--- src/rtl/fetch_pkg.sv ---
// rtl/fetch_pkg.sv - shared fetch-side types and constants for the IF2/ID instruction buffer
package fetch_pkg;

  localparam int BRTYPE_W    = 2;
  localparam int FETCH_WIDTH = 2;

  typedef struct packed {
    logic [31:0] pc;
    logic [31:0] inst;
    logic [33:0] brtype_pcpre;
  } fetch_entry_t;

  function automatic logic [1:0] pop2(input logic [1:0] v);
    return {1'b0, v[0]} + {1'b0, v[1]};
  endfunction

endpackage

--- src/rtl/inst_buf_ram.sv ---
// rtl/inst_buf_ram.sv - DEPTH-entry fetch entry array, two write ports, two async read ports
module inst_buf_ram
  import fetch_pkg::*;
#(
  parameter  int DEPTH = 8,
  localparam int PTR_W = $clog2(DEPTH)
) (
  input  logic               clk,
  input  logic               we0,
  input  logic [PTR_W-1:0]   waddr0,
  input  fetch_entry_t       wdata0,
  input  logic               we1,
  input  logic [PTR_W-1:0]   waddr1,
  input  fetch_entry_t       wdata1,
  input  logic [PTR_W-1:0]   raddr0,
  output fetch_entry_t       rdata0,
  input  logic [PTR_W-1:0]   raddr1,
  output fetch_entry_t       rdata1
);

  fetch_entry_t mem [DEPTH];

  // Write addresses are always distinct (consecutive slots), so port order is irrelevant.
  always_ff @(posedge clk) begin
    if (we0) mem[waddr0] <= wdata0;
    if (we1) mem[waddr1] <= wdata1;
  end

  assign rdata0 = mem[raddr0];
  assign rdata1 = mem[raddr1];

endmodule

--- src/rtl/if_inst_buffer.sv ---
// rtl/if_inst_buffer.sv - dual-issue decoupling instruction queue between IF2 and ID; optional INST_BUF_PERF_EN adds perf counters
module if_inst_buffer
  import fetch_pkg::*;
#(
  parameter  int DEPTH = 8,
  localparam int PTR_W = $clog2(DEPTH)
) (
  input  logic        clk,
  input  logic        rstn,
  input  logic [31:0] i_PC1,
  input  logic [31:0] i_PC2,
  input  logic [31:0] i_inst1,
  input  logic [31:0] i_inst2,
  input  logic [33:0] i_brtype_pcpre_1,
  input  logic [33:0] i_brtype_pcpre_2,
  input  logic [1:0]  i_is_valid,
  input  logic        flush_BR,
  input  logic        i_id_ready,
  output logic [31:0] o_PC1,
  output logic [31:0] o_PC2,
  output logic [31:0] o_inst1,
  output logic [31:0] o_inst2,
  output logic [33:0] o_brtype_pcpre_1,
  output logic [33:0] o_brtype_pcpre_2,
  output logic [1:0]  o_is_valid,
`ifdef INST_BUF_PERF_EN
  output logic [31:0] o_perf_full_cyc,
  output logic [31:0] o_perf_empty_cyc,
`endif
  output logic        o_buf_full
);

  localparam logic [PTR_W:0] FULL_AT = (PTR_W+1)'(DEPTH - 1);

  logic [PTR_W-1:0] rd_ptr, wr_ptr;
  logic [PTR_W:0]   count, count_next;
  logic             push_ok;
  logic [1:0]       pushed, popped;
  fetch_entry_t     slot1, slot2, head0, head1;

  assign slot1 = '{pc: i_PC1, inst: i_inst1, brtype_pcpre: i_brtype_pcpre_1};
  assign slot2 = '{pc: i_PC2, inst: i_inst2, brtype_pcpre: i_brtype_pcpre_2};

  assign o_buf_full = (count >= FULL_AT);
  assign o_is_valid = (count >= (PTR_W+1)'(2)) ? 2'b11 :
                      (count == (PTR_W+1)'(1)) ? 2'b01 : 2'b00;

  assign push_ok    = (i_is_valid != 2'b00) && !o_buf_full;
  assign pushed     = push_ok ? pop2(i_is_valid) : 2'b00;
  assign popped     = i_id_ready ? pop2(o_is_valid) : 2'b00;
  assign count_next = count + (PTR_W+1)'(pushed) - (PTR_W+1)'(popped);

  // A lone slot-2 instruction is compacted into the wr_ptr position.
  inst_buf_ram #(.DEPTH(DEPTH)) u_ram (
    .clk    (clk),
    .we0    (push_ok),
    .waddr0 (wr_ptr),
    .wdata0 (i_is_valid[0] ? slot1 : slot2),
    .we1    (push_ok && (i_is_valid == 2'b11)),
    .waddr1 (wr_ptr + 1'b1),
    .wdata1 (slot2),
    .raddr0 (rd_ptr),
    .rdata0 (head0),
    .raddr1 (rd_ptr + 1'b1),
    .rdata1 (head1)
  );

  assign o_PC1            = head0.pc;
  assign o_inst1          = head0.inst;
  assign o_brtype_pcpre_1 = head0.brtype_pcpre;
  assign o_PC2            = head1.pc;
  assign o_inst2          = head1.inst;
  assign o_brtype_pcpre_2 = head1.brtype_pcpre;

  always_ff @(posedge clk or negedge rstn) begin
    if (!rstn) begin
      rd_ptr <= '0;
      wr_ptr <= '0;
      count  <= '0;
    end else if (flush_BR) begin
      rd_ptr <= '0;
      wr_ptr <= '0;
      count  <= '0;
    end else begin
      rd_ptr <= rd_ptr + PTR_W'(popped);
      wr_ptr <= wr_ptr + PTR_W'(pushed);
      count  <= count_next;
    end
  end

`ifdef INST_BUF_PERF_EN
  // Perf counters survive branch flushes; only reset clears them.
  always_ff @(posedge clk or negedge rstn) begin
    if (!rstn) begin
      o_perf_full_cyc  <= '0;
      o_perf_empty_cyc <= '0;
    end else begin
      if (o_buf_full && (i_is_valid != 2'b00) && (o_perf_full_cyc != 32'hFFFF_FFFF))
        o_perf_full_cyc <= o_perf_full_cyc + 32'd1;
      if ((count == '0) && i_id_ready && (o_perf_empty_cyc != 32'hFFFF_FFFF))
        o_perf_empty_cyc <= o_perf_empty_cyc + 32'd1;
    end
  end
`endif

endmodule

--- config.mk ---
export PLATFORM = sky130hd
export DESIGN_NAME = if_inst_buffer
export DESIGN_NICKNAME = d
export VERILOG_FILES = /design/src/rtl/fetch_pkg.sv /design/src/rtl/inst_buf_ram.sv /design/src/rtl/if_inst_buffer.sv
export SDC_FILE = /design/constraint.sdc
export NUM_CORES = 2
export LEC_CHECK = 0
export CORE_MARGIN = 2
export CORE_UTILIZATION = 50
export CTS_CLUSTER_DIAMETER = 50
export DETAILED_ROUTE_END_ITERATION = 8
export PLACE_DENSITY = 0.84
export REMOVE_ABC_BUFFERS = 1
export SLEW_MARGIN = 20
export SYNTH_ARGS = -nofsm -noshare
export SYNTH_HDL_FRONTEND = slang
export SYNTH_SLANG_ARGS = --single-unit
--- constraint.sdc ---
create_clock -name clk -period 7.05 [get_ports clk]
set_clock_uncertainty 0.2 [all_clocks]
set_input_delay 1.41 -clock clk [delete_from_list [all_inputs] [get_ports clk]]
set_output_delay 1.41 -clock clk [all_outputs]
set_load 0.005 [all_outputs]
==> results.cfg <==
[power_and_ir_drop]
p_sw_frac = 0.300
clkPwrFrac = 0.279
vdd.ir_drop.worst_v = 0.000434
power.internal_uw = 13500
p_leak_uw = 0.0178
pwr-share-comb = 0.396
p_seq_frac = 0.325
p_sw_uw = 5770
powerDensity_nw_per_um2 = 347

[placement]
place_congestion = 0.770
dpl.hpwl_mm = 72.8
placed_area_um2 = 51900
io_buffers = 400
post-place-ws_ns = 1.60

[sta]
finalCritPeriodShare = 0.863
rsz0062_at_grt = false
fin_setup_tns_ns = 0
worst_slew_pin_slew_ns = 1.19
finalMaxSlewViolations = 0
worst_hold_slack_ns = 0.601
setup_ws_ns = 0.966
hold_viol = 0
finalSetupViolCount = 0
fmaxAchievable_ghz = 0.164
fin_crit_ns = 6.08
relSlewSlack = 0.208

[synth]
synth_area_um2 = 46500
yosysMostFrequentCell = mux2_2
synth-seq-cells = 794
ys_top_cells_by_area = edfxtp_1, mux2_2, mux4_2
synthDistinctLibCells = 36
synth_common_cells = mux2_2, edfxtp_1, mux4_2, buf_2, clkbuf_1
avgSynthCellArea_um2 = 18.1
synth_top_area_share = 0.507
synth_top_area_cell = edfxtp_1
ys_seq_area_frac = 0.512
syn_inst = 2568
synth_ff_type = edfxtp_1
yosys_warnings = 0
async_flop_share = 0.0126
synth-edff-count = 784

[global_route]
grt_pass1_wl_mm = 192
grt_overflow_total = 0
grt_use_total = 0.271
antenna_found_initial = 14
grt_pass1_vias = 30614
grt_max_degree = 138

[clocking]
cts_tree = yes
cts_resized = 0
cts_buffer_depth = 3
worstSkewPairLatency_ns = 0.68
cts_buffers = 104
ctsHtreeMaxLevel = 3
postCtsHoldBufs = 0
root_buffer = clkbuf_16
postCtsSetupRepairBufs = 0
clk_pin_slew_ns = 0.05
clkSinkCount = 794

[layout]
drive_gt1_frac = 0.570
area_growth_pct = 19.3
final_area_um2 = 55500
nets = 3145
utilization = 0.603

[floorplan]
die_h_um = 309
rows = 111
ioPinCount = 401
die_area_um2 = 95400
coreArea_um2 = 91900
floorplan.initialDensity = 0.505
chipWidth_um = 309

[drt]
ant_nets = 0
drtIter0Drc = 2922
drt_wl_total_mm = 130
route.detailed.drc = 0
post_drt_wl_per_cell_um = 30.4
vias = 28176
viasPerCell = 6.60
drt-pass1-iter-count = 8

[setup_path]
path_max_fanout = 68
reg2reg_depth = 5
start_kind = flop
end_kind = output port
crit_type = reg2out
cp_data_required_time_ns = 5.44
worstPathArrival_ns = 4.47

[hold_path]
hold_path.class = reg2reg
hold_path_depth = 2

[run_status]
outcome = finished clean

[run]
max_cap_violations = 0
## final cells by class
class | count | area, um2
Fill cell | 6563 | 36500
Sequential cell | 794 | 23800
Multi-Input combinational cell | 1552 | 21800
Timing Repair Buffer | 461 | 4660
Clock buffer | 109 | 2620
Tap cell | 1243 | 1560
Clock inverter | 85 | 898
Inverter | 14 | 52.6
Antenna cell | 12 | 30.0
## state kept, by name (all words and copies together) (netlist names)
signal / flops
u_ram.mem: 784
count: 4
rd_ptr: 3
wr_ptr: 3
## worst paths after layout
| check | slack, ns | end | start |
|---|---|---|---|
| worst max register to register | 2.89 | u_ram.mem[1][71] | wr_ptr[0] |
| worst min-delay path | 0.60 | count[0] | count[0] |
| worst max-delay path | 0.97 | o_brtype_pcpre_1[11] | rd_ptr[1] |
| max in group asynchronous | 5.39 | rd_ptr[2] | rstn |
| worst min register to register | 0.60 | count[0] | count[0] |
| min in group asynchronous | 0.87 | rd_ptr[0] | rstn |
## critical path, cell delays in order (launching register included)
cell and delay (ns):
dfrtp_4 0.91, buf_4 0.58, buf_4 0.94, mux4_2 0.44
mux2_2 0.28, clkdlybuf4s50_1 0.52
## layer usage
metal,global-route usage,part of all wire,vias to the layer above,routed length [um]
met3,0.0482,0.082,272,10700
met5,0,0.00065,-,84
met1,0.346,0.38,14875,48900
li1,-,-,11564,-
met4,0.104,0.032,12,4100
met2,0.463,0.51,1453,66100
## cell families (layout without fill, tap and decap cells)
logic type,after synthesis,count (layout),synth area share
AOI/OAI and AO/OA,14,14,0.00199
other,0,12,0
adders and majority gates,16,16,0.00479
DFF,794,794,0.512
and+or+nand+nor,45,45,0.00687
muxes,1471,1471,0.451
buffers and inverters,222,669,0.0213
xor gates and xnor gates,6,6,0.00170
## metrics by stage
step	total power (uW)	cells
global placement	13800	4064
global route	19900	4265
detailed placement	13900	4064
floorplan	11900	2360
finish	19200	4270
CTS	19300	4258
## placed cells by master, fill, tap and decap left out, types with 2 or more instances in the layout
cell type,count
ha_1,12
a21oi_1,2
clkinvlp_4,13
nor3b_1,2
nand3_1,7
inv_8,4
clkdlybuf4s50_1,399
fa_1,3
mux2_2,1065
nand4_4,8
mux4_2,392
xor2_4,2
a31oi_1,2
clkinv_4,8
buf_4,46
mux2_1,14
clkbuf_1,5
a21o_1,2
inv_1,13
clkinv_1,18
inv_6,6
dfrtp_1,7
clkbuf_16,104
nand2_1,4
nor2_4,4
a32oi_1,2
buf_12,16
clkinv_2,18
bufinv_16,13
edfxtp_1,784
nor2_1,8
dfrtp_4,3
clkinv_8,4
diode_2,12
xor2_1,2
nor2b_1,6
or2_2,2
a21oi_4,4
## power groups by stage
stage	clock [uW]	combinational (uW)	sequential, uW
CTS	5430	7680	6240
floorplan	0	5380	6510
finish	5370	7620	6250
global route	5620	8040	6290
detailed placement	0	7610	6330
global placement	0	7500	6260
Note: power is estimated with default switching activity, not from simulation.
